**src/rtl/alu_serial_seq_if.sv**
```systemverilog
// Bundle between the core datapath, the bit-serial ALU sequencer and the
// external 1-bit ALU slice.
//
// Handshake: the core raises start for one cycle with op/a_in/b_in valid. The
// sequencer accepts it only while busy is low. It answers with exactly one
// cycle of either done (result and flags valid) or error (illegal op, nothing
// started). There is no back-pressure: done is a pulse and is not acknowledged.
// result/flags hold their values until a later operation completes.
interface alu_serial_seq_if #(
  parameter int WIDTH = 8
);
  logic             start;
  logic [3:0]       op;
  logic [WIDTH-1:0] a_in;
  logic [WIDTH-1:0] b_in;
  logic             busy;
  logic             done;
  logic             error;
  logic [WIDTH-1:0] result;
  logic             carry_out;
  logic             overflow;
  logic             zero;
  logic             alu_a;
  logic             alu_b;
  logic             alu_carry_in;
  logic [3:0]       alu_op;
  logic             alu_result;
  logic             alu_carry_out;

  // The environment side: the core issues requests and the slice answers.
  modport master (
    output start, op, a_in, b_in, alu_result, alu_carry_out,
    input  busy, done, error, result, carry_out, overflow, zero,
    input  alu_a, alu_b, alu_carry_in, alu_op
  );

  // The sequencer side.
  modport slave (
    input  start, op, a_in, b_in, alu_result, alu_carry_out,
    output busy, done, error, result, carry_out, overflow, zero,
    output alu_a, alu_b, alu_carry_in, alu_op
  );
endinterface

```
**src/rtl/alu_serial_seq.sv**
```systemverilog
// Bit-serial sequencer. It runs a WIDTH-bit ALU operation through an external
// 1-bit ALU slice, LSB first, one bit per clock. The slice carry is chained back.
module alu_serial_seq #(
  parameter int WIDTH = 8
) (
  input  logic          clk,
  input  logic          rst_n,
  alu_serial_seq_if.slave bus,
  output logic          o_dbg_state
);

  localparam int CW = $clog2(WIDTH);
  localparam logic [CW-1:0] LAST_BIT = CW'(WIDTH - 1);

  localparam logic [3:0] OP_AND = 4'b0000;
  localparam logic [3:0] OP_OR  = 4'b0001;
  localparam logic [3:0] OP_ADD = 4'b0010;
  localparam logic [3:0] OP_SUB = 4'b0110;
  localparam logic [3:0] OP_NOR = 4'b1100;

  typedef enum logic {
    S_IDLE = 1'b0,
    S_RUN  = 1'b1
  } state_t;

  state_t           r_state;
  state_t           w_next;

  logic [WIDTH-1:0] r_a_sh;
  logic [WIDTH-1:0] r_b_sh;
  // Only the upper WIDTH-1 result bits are stored. The final bit comes straight
  // from the slice on the closing edge.
  logic [WIDTH-1:1] r_res_sh;
  logic [3:0]       r_op;
  logic             r_carry;
  logic [CW-1:0]    r_cnt;

  logic [WIDTH-1:0] r_result;
  logic             r_carry_out;
  logic             r_overflow;
  logic             r_zero;
  logic             r_done;
  logic             r_error;

  logic             w_legal;
  logic             w_accept;
  logic             w_reject;
  logic             w_last;
  logic             w_arith;
  logic [WIDTH-1:0] w_final_res;

  always_comb begin
    w_legal = 1'b0;
    case (bus.op)
      OP_AND, OP_OR, OP_ADD, OP_SUB, OP_NOR: w_legal = 1'b1;
      default:                               w_legal = 1'b0;
    endcase
  end

  // FSM state register
  always_ff @(posedge clk or negedge rst_n) begin
    if (!rst_n) begin
      r_state <= S_IDLE;
    end else begin
      r_state <= w_next;
    end
  end

  // FSM next-state and control decode
  always_comb begin
    w_next   = r_state;
    w_accept = 1'b0;
    w_reject = 1'b0;
    w_last   = 1'b0;
    case (r_state)
      S_IDLE: begin
        if (bus.start) begin
          if (w_legal) begin
            w_accept = 1'b1;
            w_next   = S_RUN;
          end else begin
            w_reject = 1'b1;
          end
        end
      end
      S_RUN: begin
        if (r_cnt == LAST_BIT) begin
          w_last = 1'b1;
          w_next = S_IDLE;
        end
      end
      default: w_next = S_IDLE;
    endcase
  end

  assign w_arith     = (r_op == OP_ADD) || (r_op == OP_SUB);
  assign w_final_res = {bus.alu_result, r_res_sh[WIDTH-1:1]};

  // Datapath: operand shifters, carry chain, result assembly and flags
  always_ff @(posedge clk or negedge rst_n) begin
    if (!rst_n) begin
      r_a_sh      <= '0;
      r_b_sh      <= '0;
      r_res_sh    <= '0;
      r_op        <= '0;
      r_carry     <= 1'b0;
      r_cnt       <= '0;
      r_result    <= '0;
      r_carry_out <= 1'b0;
      r_overflow  <= 1'b0;
      r_zero      <= 1'b1;
      r_done      <= 1'b0;
      r_error     <= 1'b0;
    end else begin
      r_done  <= w_last;
      r_error <= w_reject;
      if (w_accept) begin
        r_a_sh   <= bus.a_in;
        r_b_sh   <= bus.b_in;
        r_op     <= bus.op;
        // SUB is A + ~B + 1. The slice inverts B; the +1 enters as the first carry.
        r_carry  <= (bus.op == OP_SUB);
        r_cnt    <= '0;
        r_res_sh <= '0;
      end else if (r_state == S_RUN) begin
        r_a_sh   <= r_a_sh >> 1;
        r_b_sh   <= r_b_sh >> 1;
        r_res_sh <= w_final_res[WIDTH-1:1];
        r_carry  <= bus.alu_carry_out;
        r_cnt    <= r_cnt + 1'b1;
      end
      if (w_last) begin
        r_result    <= w_final_res;
        r_zero      <= (w_final_res == '0);
        r_carry_out <= w_arith & bus.alu_carry_out;
        // r_carry still holds the MSB carry-in during the last bit.
        r_overflow  <= w_arith & (r_carry ^ bus.alu_carry_out);
      end
    end
  end

  assign bus.alu_a        = (r_state == S_RUN) ? r_a_sh[0] : 1'b0;
  assign bus.alu_b        = (r_state == S_RUN) ? r_b_sh[0] : 1'b0;
  assign bus.alu_carry_in = (r_state == S_RUN) ? r_carry   : 1'b0;
  assign bus.alu_op       = (r_state == S_RUN) ? r_op      : 4'b0000;

  assign bus.busy      = (r_state == S_RUN);
  assign bus.done      = r_done;
  assign bus.error     = r_error;
  assign bus.result    = r_result;
  assign bus.carry_out = r_carry_out;
  assign bus.overflow  = r_overflow;
  assign bus.zero      = r_zero;

  assign o_dbg_state = r_state;

endmodule
```
**src/flat_wrapper.sv**
```systemverilog
// flat-port wrapper written by rule: the top's interface ports become plain ports
module alu_serial_seq_flat 
#(
  parameter int WIDTH = 8
)
  (clk, rst_n, o_dbg_state, bus_start, bus_op, bus_a_in, bus_b_in, bus_alu_result, bus_alu_carry_out, bus_busy, bus_done, bus_error, bus_result, bus_carry_out, bus_overflow, bus_zero, bus_alu_a, bus_alu_b, bus_alu_carry_in, bus_alu_op);
  alu_serial_seq_if #(.WIDTH(WIDTH)) bus_i ();
  input  logic clk;
  input  logic rst_n;
  output logic o_dbg_state;
  input wire logic [$bits(bus_i.start)-1:0] bus_start;
  input wire logic [$bits(bus_i.op)-1:0] bus_op;
  input wire logic [$bits(bus_i.a_in)-1:0] bus_a_in;
  input wire logic [$bits(bus_i.b_in)-1:0] bus_b_in;
  input wire logic [$bits(bus_i.alu_result)-1:0] bus_alu_result;
  input wire logic [$bits(bus_i.alu_carry_out)-1:0] bus_alu_carry_out;
  output wire logic [$bits(bus_i.busy)-1:0] bus_busy;
  output wire logic [$bits(bus_i.done)-1:0] bus_done;
  output wire logic [$bits(bus_i.error)-1:0] bus_error;
  output wire logic [$bits(bus_i.result)-1:0] bus_result;
  output wire logic [$bits(bus_i.carry_out)-1:0] bus_carry_out;
  output wire logic [$bits(bus_i.overflow)-1:0] bus_overflow;
  output wire logic [$bits(bus_i.zero)-1:0] bus_zero;
  output wire logic [$bits(bus_i.alu_a)-1:0] bus_alu_a;
  output wire logic [$bits(bus_i.alu_b)-1:0] bus_alu_b;
  output wire logic [$bits(bus_i.alu_carry_in)-1:0] bus_alu_carry_in;
  output wire logic [$bits(bus_i.alu_op)-1:0] bus_alu_op;
  assign bus_i.start = bus_start;
  assign bus_i.op = bus_op;
  assign bus_i.a_in = bus_a_in;
  assign bus_i.b_in = bus_b_in;
  assign bus_i.alu_result = bus_alu_result;
  assign bus_i.alu_carry_out = bus_alu_carry_out;
  assign bus_busy = bus_i.busy;
  assign bus_done = bus_i.done;
  assign bus_error = bus_i.error;
  assign bus_result = bus_i.result;
  assign bus_carry_out = bus_i.carry_out;
  assign bus_overflow = bus_i.overflow;
  assign bus_zero = bus_i.zero;
  assign bus_alu_a = bus_i.alu_a;
  assign bus_alu_b = bus_i.alu_b;
  assign bus_alu_carry_in = bus_i.alu_carry_in;
  assign bus_alu_op = bus_i.alu_op;
  alu_serial_seq #(.WIDTH(WIDTH)) u_core (.clk(clk), .rst_n(rst_n), .bus(bus_i), .o_dbg_state(o_dbg_state));
endmodule
```
**config.mk**
```make
export PLATFORM = sky130hd
export DESIGN_NAME = alu_serial_seq_flat
export DESIGN_NICKNAME = d
export VERILOG_FILES = /design/src/rtl/alu_serial_seq_if.sv /design/src/rtl/alu_serial_seq.sv /design/src/flat_wrapper.sv
export SDC_FILE = /design/constraint.sdc
export NUM_CORES = 1
export LEC_CHECK = 0
export CORE_MARGIN = 10
export CORE_UTILIZATION = 49
export CTS_CLUSTER_DIAMETER = 120
export DETAILED_ROUTE_END_ITERATION = 8
export GPL_ROUTABILITY_DRIVEN = 1
export HOLD_SLACK_MARGIN = 0.08
export PLACE_DENSITY = 0.84
export SLEW_MARGIN = 20
export SYNTH_ARGS = -nofsm -noshare
export SYNTH_HDL_FRONTEND = slang
export SYNTH_SLANG_ARGS = --single-unit
```
**constraint.sdc**
```tcl
create_clock -name clk -period 1.9 [get_ports clk]
set_input_delay 0.38 -clock clk [delete_from_list [all_inputs] [get_ports clk]]
set_output_delay 0.38 -clock clk [all_outputs]
set_load 0.1 [all_outputs]
```
# [Word level (Yosys, flattened, before mapping)]
# Index checks and enable logic that the tools add are counted.
[word_totals] regBits=45 inputBits=25 out_inout_bits=22 word_cells=55
[op_classes] n_addsub=1 n_eq_ne=7 mux=25 n_bitwise=4 reduce_logical=5
[op_table] cell="8-bit two-way mux" count=4
[op_table] cell="1-bit two-way mux" count=15
[op_table] cell="7-bit two-way mux" count=2
[op_table] cell="4-bit by 2-bit == test with 1-bit output (second input constant)" count=2
[op_table] cell="4-bit by 3-bit == test with 1-bit output (second input constant)" count=2
[op_table] cell="8-bit logical NOT" count=1
[op_table] cell="3-bit two-way mux" count=2
[op_table] cell="5-bit OR reduction" count=1
[op_table] cell="4-bit by 1-bit == test with 1-bit output (second input constant)" count=1
[op_table] cell="4-bit == test (second input constant)" count=1
[op_table] cell="4-bit logical NOT" count=1
[op_table] cell="4-bit two-way mux" count=1
[op_table] cell="3-bit by 1-bit adder with 3-bit output (second input constant)" count=1
[op_table] cell="3-bit == test (second input constant)" count=1
[op_table] cell="1-bit AND" count=2
[op_table] cell="1-bit case mux with 2 select lines" count=1
[op_table] cell="2-bit nonzero test" count=1
[op_table] cell="1-bit logical OR" count=1
[op_table] cell="1-bit NOT" count=1
[op_table] cell="1-bit XOR" count=1

# [Depth between registers and ports, before layout]
[logic_depth] depth_word=7 ltp_mapped=6

# [Least setup slack after synthesis]
# No wires, ideal clock.
[synth_path] kind="register to output" startpoint="register u_core.r_state, in the netlist u_core.bus.busy" endpoint="output port bus_alu_carry_in" arrival_ns=2.466 t_required_ns=1.520 path_slack_ns=-0.946 stages_incl_launch_ff=3 n_path_buf=0 cell_sequence="dfrtp_1 inv_1 nor2_1"
[synth_via] elab_chain_len=1
[synth_rtl] element="start, declared" line_no="alu_serial_seq.sv:26" text="state_t r_state;"
[synth_rtl] element="start signal, assigned" line_no="alu_serial_seq.sv:65" text="r_state <= w_next;"
[synth_rtl] element="1-bit two-way mux" line_no="alu_serial_seq.sv:144" text="assign bus.alu_carry_in = (r_state == S_RUN) ? r_carry : 1'b0;"
[synth_rtl] element="end, declared" line_no="flat_wrapper.sv:26" text="output wire logic [$bits(bus_i.alu_carry_in)-1:0] bus_alu_carry_in;"
# Every way passes these cells.

# [Final worst setup path]
[layout_path] startpoint="register u_core.r_state, in the netlist u_core.bus.busy" endpoint="output port bus_alu_a"
[layout_via] elab_chain_len=1
[layout_rtl] element="1-bit two-way mux" line_no="alu_serial_seq.sv:142" text="assign bus.alu_a = (r_state == S_RUN) ? r_a_sh[0] : 1'b0;"
[layout_rtl] element="end, declared" line_no="flat_wrapper.sv:24" text="output wire logic [$bits(bus_i.alu_a)-1:0] bus_alu_a;"
# Every way passes these cells.

==> results.rst <==
.. list-table::
   :header-rows: 1

   * - Metric
     - Value
   * - Outcome
     - complete, no violations
   * - Avg WL per Cell
     - 17.9 um
   * - Global Route met3 Usage
     - 0.0391
   * - Endpoint kind of the worst setup timing path
     - output port
   * - Worst EP arrival
     - 1.47 ns
   * - Layout cell share with drive strength beyond 1
     - 0.341
   * - Starting density of the core
     - 0.518
   * - Clock transition at the registers of the reported paths
     - 0.08 ns
   * - Hold Crit Class
     - input pin to asynchronous set/reset pin
   * - Met1 usage
     - 0.156
   * - Die area
     - 6870 um^2
   * - Post-route clock period utilization
     - 0.973
   * - Clock latency of the later-clocked register in the worst-skew pair
     - 0.30 ns
   * - Largest net degree at the start of global routing
     - 25
   * - CTS root buffer
     - sky130_fd_sc_hd__clkbuf_8
   * - First-pass GRT wire length
     - 7770 um
   * - Share of the core filled with cells in the final layout
     - 0.746
   * - Cell area after synthesis
     - 1940 um^2
   * - Tightest slew margin relative to the limit
     - 0.803
   * - H-tree Lvls
     - 2
   * - Met2 usage
     - 0.226
   * - Layout Area Growth over Synthesis
     - 44.2%
   * - Aggregate routed wire length
     - 4700 um
   * - Final HPWL DP
     - 3500 um
   * - Final min period
     - 1.85 ns
   * - Placer's final routability congestion estimate
     - 0.829
   * - Most crowded layer after global routing
     - met2
   * - Storage element area
     - 1130 um^2
   * - Maximum fanout encountered on the critical timing path
     - 22
   * - Ant diodes
     - 0
   * - Netlist cell types
     - 30
   * - Cells after synthesis
     - 151
   * - Data required time of the critical path
     - 1.52 ns
   * - Remaining DRCs
     - 0
   * - Number of synthesized register bits
     - 45
   * - Via count of the first global-routing pass
     - 1590
   * - Most frequent standard cell in the layout excluding fill and tap cells
     - sky130_fd_sc_hd__dfrtp_1
   * - Port Buffers
     - 46
   * - Total number of nets in the final design
     - 240
   * - Clock Path Buffers
     - 2
   * - I/O Pins
     - 47
   * - Final-report max-slew violation count
     - 0
   * - Number of fill cells in the layout
     - 255
   * - Routed vias
     - 1437
   * - # clock sinks
     - 45
   * - FMAX
     - 541 MHz
   * - Count of maximum capacitance violations
     - 0
   * - DR iter-0 viols
     - 125
   * - Crit Path Class
     - register to output port
   * - # rows
     - 22
   * - Routed vias/inst
     - 5.48
   * - Overall routing resource usage
     - 0.132
   * - Number of hold violations in the final report
     - 0
   * - Number of detailed-routing iterations run before antenna repair
     - 4
   * - Number of antenna violations at the first check in global routing
     - 0
   * - Chip height
     - 82.9 um
   * - Kind of launch point of the worst setup path
     - register
   * - Clock buffers created by TritonCTS
     - 5
   * - Multi-input combinational cell area
     - 757 um^2
   * - Floorplan core area
     - 3740 um^2
   * - Synthesized area divided by synthesized cell count
     - 12.8 um^2
   * - Final global-route overflow total
     - 0
   * - Die X-Extent
     - 82.9 um
   * - Detail Route Antenna Nets
     - 0
   * - Net count after synthesis
     - 178
   * - Setup repair after global routing missed its margin
     - false
   * - Setup-failing EPs final
     - 0
   * - Most frequent cells in the layout
     - sky130_fd_sc_hd__dfrtp_1, sky130_fd_sc_hd__buf_4, sky130_fd_sc_hd__clkdlybuf4s50_1, sky130_fd_sc_hd__and2_1, sky130_fd_sc_hd__a221o_1
   * - Tightest Pin Transition
     - 0.292 ns
   * - Warning count from the yosys run
     - 0
   * - Seq/Total Area, Yosys
     - 0.582
   * - CTS tree
     - done
   * - Final setup skew
     - 0.00388 ns
==> logic make-up (layout without fill, tap and decap cells) <==
family	Yosys count	count (layout)	share of synthesized area
AO/OA/AOI/OAI	36	36	0.165
XOR/XNOR	1	1	0.00452
adder cells (fa/ha/maj)	2	2	0.0129
buffers and inverters	16	79	0.0471
flip-flops	45	45	0.582
multiplexers	13	13	0.0775
AND/OR/NAND/NOR	38	38	0.111
==> timing repair <==
item | in CTS | in global routing
resized for setup | 2 | 2
hold buffers | 1 | 0
setup buffers | 0 | 0
hold endpoints to repair | 2 | 0
endpoints found under the setup margin | 3 | 7
==> worst paths after layout <==
check	cells past startpoint	startpoint	slack, ns	to
worst max register to register	4	u_core.bus.busy	0.20	u_core.r_b_sh[5]
worst min register to register	2	u_core.bus.overflow	0.49	u_core.bus.overflow
max in group asynchronous	3	rst_n	0.98	u_core.bus.busy
min in group clk	2	u_core.bus.overflow	0.49	u_core.bus.overflow
worst max-delay path	4	u_core.bus.busy	0.05	bus_alu_a
worst min-delay path	2	rst_n	0.40	u_core.r_a_sh[6]
==> worst max-delay path: stages, from the launching register on <==
cell and delay (ns):
sky130_fd_sc_hd__dfrtp_4 0.49, sky130_fd_sc_hd__buf_6 0.16, sky130_fd_sc_hd__buf_8 0.16, sky130_fd_sc_hd__and2_2 0.20, sky130_fd_sc_hd__buf_12 0.16
==> synthesized netlist by cell type <==
| master | number | area (um^2) |
|---|---|---|
| sky130_fd_sc_hd__dfstp_2 | 1 | 26.3 |
| sky130_fd_sc_hd__buf_8 | 1 | 15.0 |
| sky130_fd_sc_hd__nand4bb_1 | 1 | 11.3 |
| sky130_fd_sc_hd__a21oi_1 | 1 | 5.00 |
| sky130_fd_sc_hd__nand3_1 | 2 | 10.0 |
| sky130_fd_sc_hd__nand2b_1 | 2 | 12.5 |
| sky130_fd_sc_hd__mux2_2 | 12 | 135 |
| sky130_fd_sc_hd__a221oi_1 | 1 | 8.76 |
| sky130_fd_sc_hd__mux2_4 | 1 | 15.0 |
| sky130_fd_sc_hd__nand2_1 | 5 | 18.8 |
| sky130_fd_sc_hd__inv_1 | 7 | 26.3 |
| sky130_fd_sc_hd__buf_4 | 1 | 7.51 |
| sky130_fd_sc_hd__a22o_1 | 11 | 96.3 |
| sky130_fd_sc_hd__xor2_1 | 1 | 8.76 |
| sky130_fd_sc_hd__dfrtp_1 | 44 | 1100 |
| sky130_fd_sc_hd__nor2_1 | 6 | 22.5 |
| sky130_fd_sc_hd__o22ai_2 | 1 | 12.5 |
| sky130_fd_sc_hd__o2bb2ai_1 | 1 | 8.76 |
| sky130_fd_sc_hd__o41ai_1 | 1 | 8.76 |
| sky130_fd_sc_hd__buf_6 | 2 | 22.5 |
| sky130_fd_sc_hd__and2_1 | 19 | 119 |
| sky130_fd_sc_hd__buf_2 | 1 | 5.00 |
| sky130_fd_sc_hd__o221a_2 | 1 | 11.3 |
| sky130_fd_sc_hd__clkbuf_1 | 4 | 15.0 |
| sky130_fd_sc_hd__or3b_2 | 1 | 8.76 |
| sky130_fd_sc_hd__a211o_1 | 1 | 8.76 |
| sky130_fd_sc_hd__ha_1 | 2 | 25.0 |
| sky130_fd_sc_hd__nor4_1 | 2 | 12.5 |
| sky130_fd_sc_hd__o21ai_0 | 4 | 20.0 |
| sky130_fd_sc_hd__a221o_1 | 14 | 140 |
==> through the flow <==
step	std cells	hold slack, ns	area, um^2	worst slack, ns	TNS (ns)
after global placement	253	0.184	2640	-0.234	-6.05
after floorplan	151	0.0844	1970	0.0249	0
after detailed placement	253	0.187	2640	-0.298	-7.48
final	262	0.404	2790	0.0504	0
after global routing	262	0.409	2790	0.00503	0
after CTS	262	0.396	2780	0.00523	0
==> layer usage <==
metal,vias to the layer above,part of all wire
li1,673,-
met1,718,0.42
met2,40,0.53
met3,6,0.041
met4,0,0.0062
met5,-,0
==> layout make-up <==
cell class              instances  area share
flip-flops and latches         45       0.405
multi-input cells              90       0.271
repair buffers                 64       0.250
clock buffers                   6      0.0296
well taps                      48      0.0215
clock inverters                 2      0.0134
inverters                       7     0.00940
==> sequential cells by signal (all words and copies together), names as in the netlist <==
name and flops:
u_core.bus.busy 1, u_core.bus.carry_out 1, u_core.bus.done 1, u_core.bus.error 1, u_core.bus.overflow 1, u_core.bus.result 8, u_core.bus.zero 1, u_core.r_a_sh 8
u_core.r_b_sh 8, u_core.r_carry 1, u_core.r_cnt 3, u_core.r_op 4, u_core.r_res_sh 7
Power is left out: the tool's default activity adds up to more than one toggle a clock period on the data nets, which glitch-free logic cannot reach.
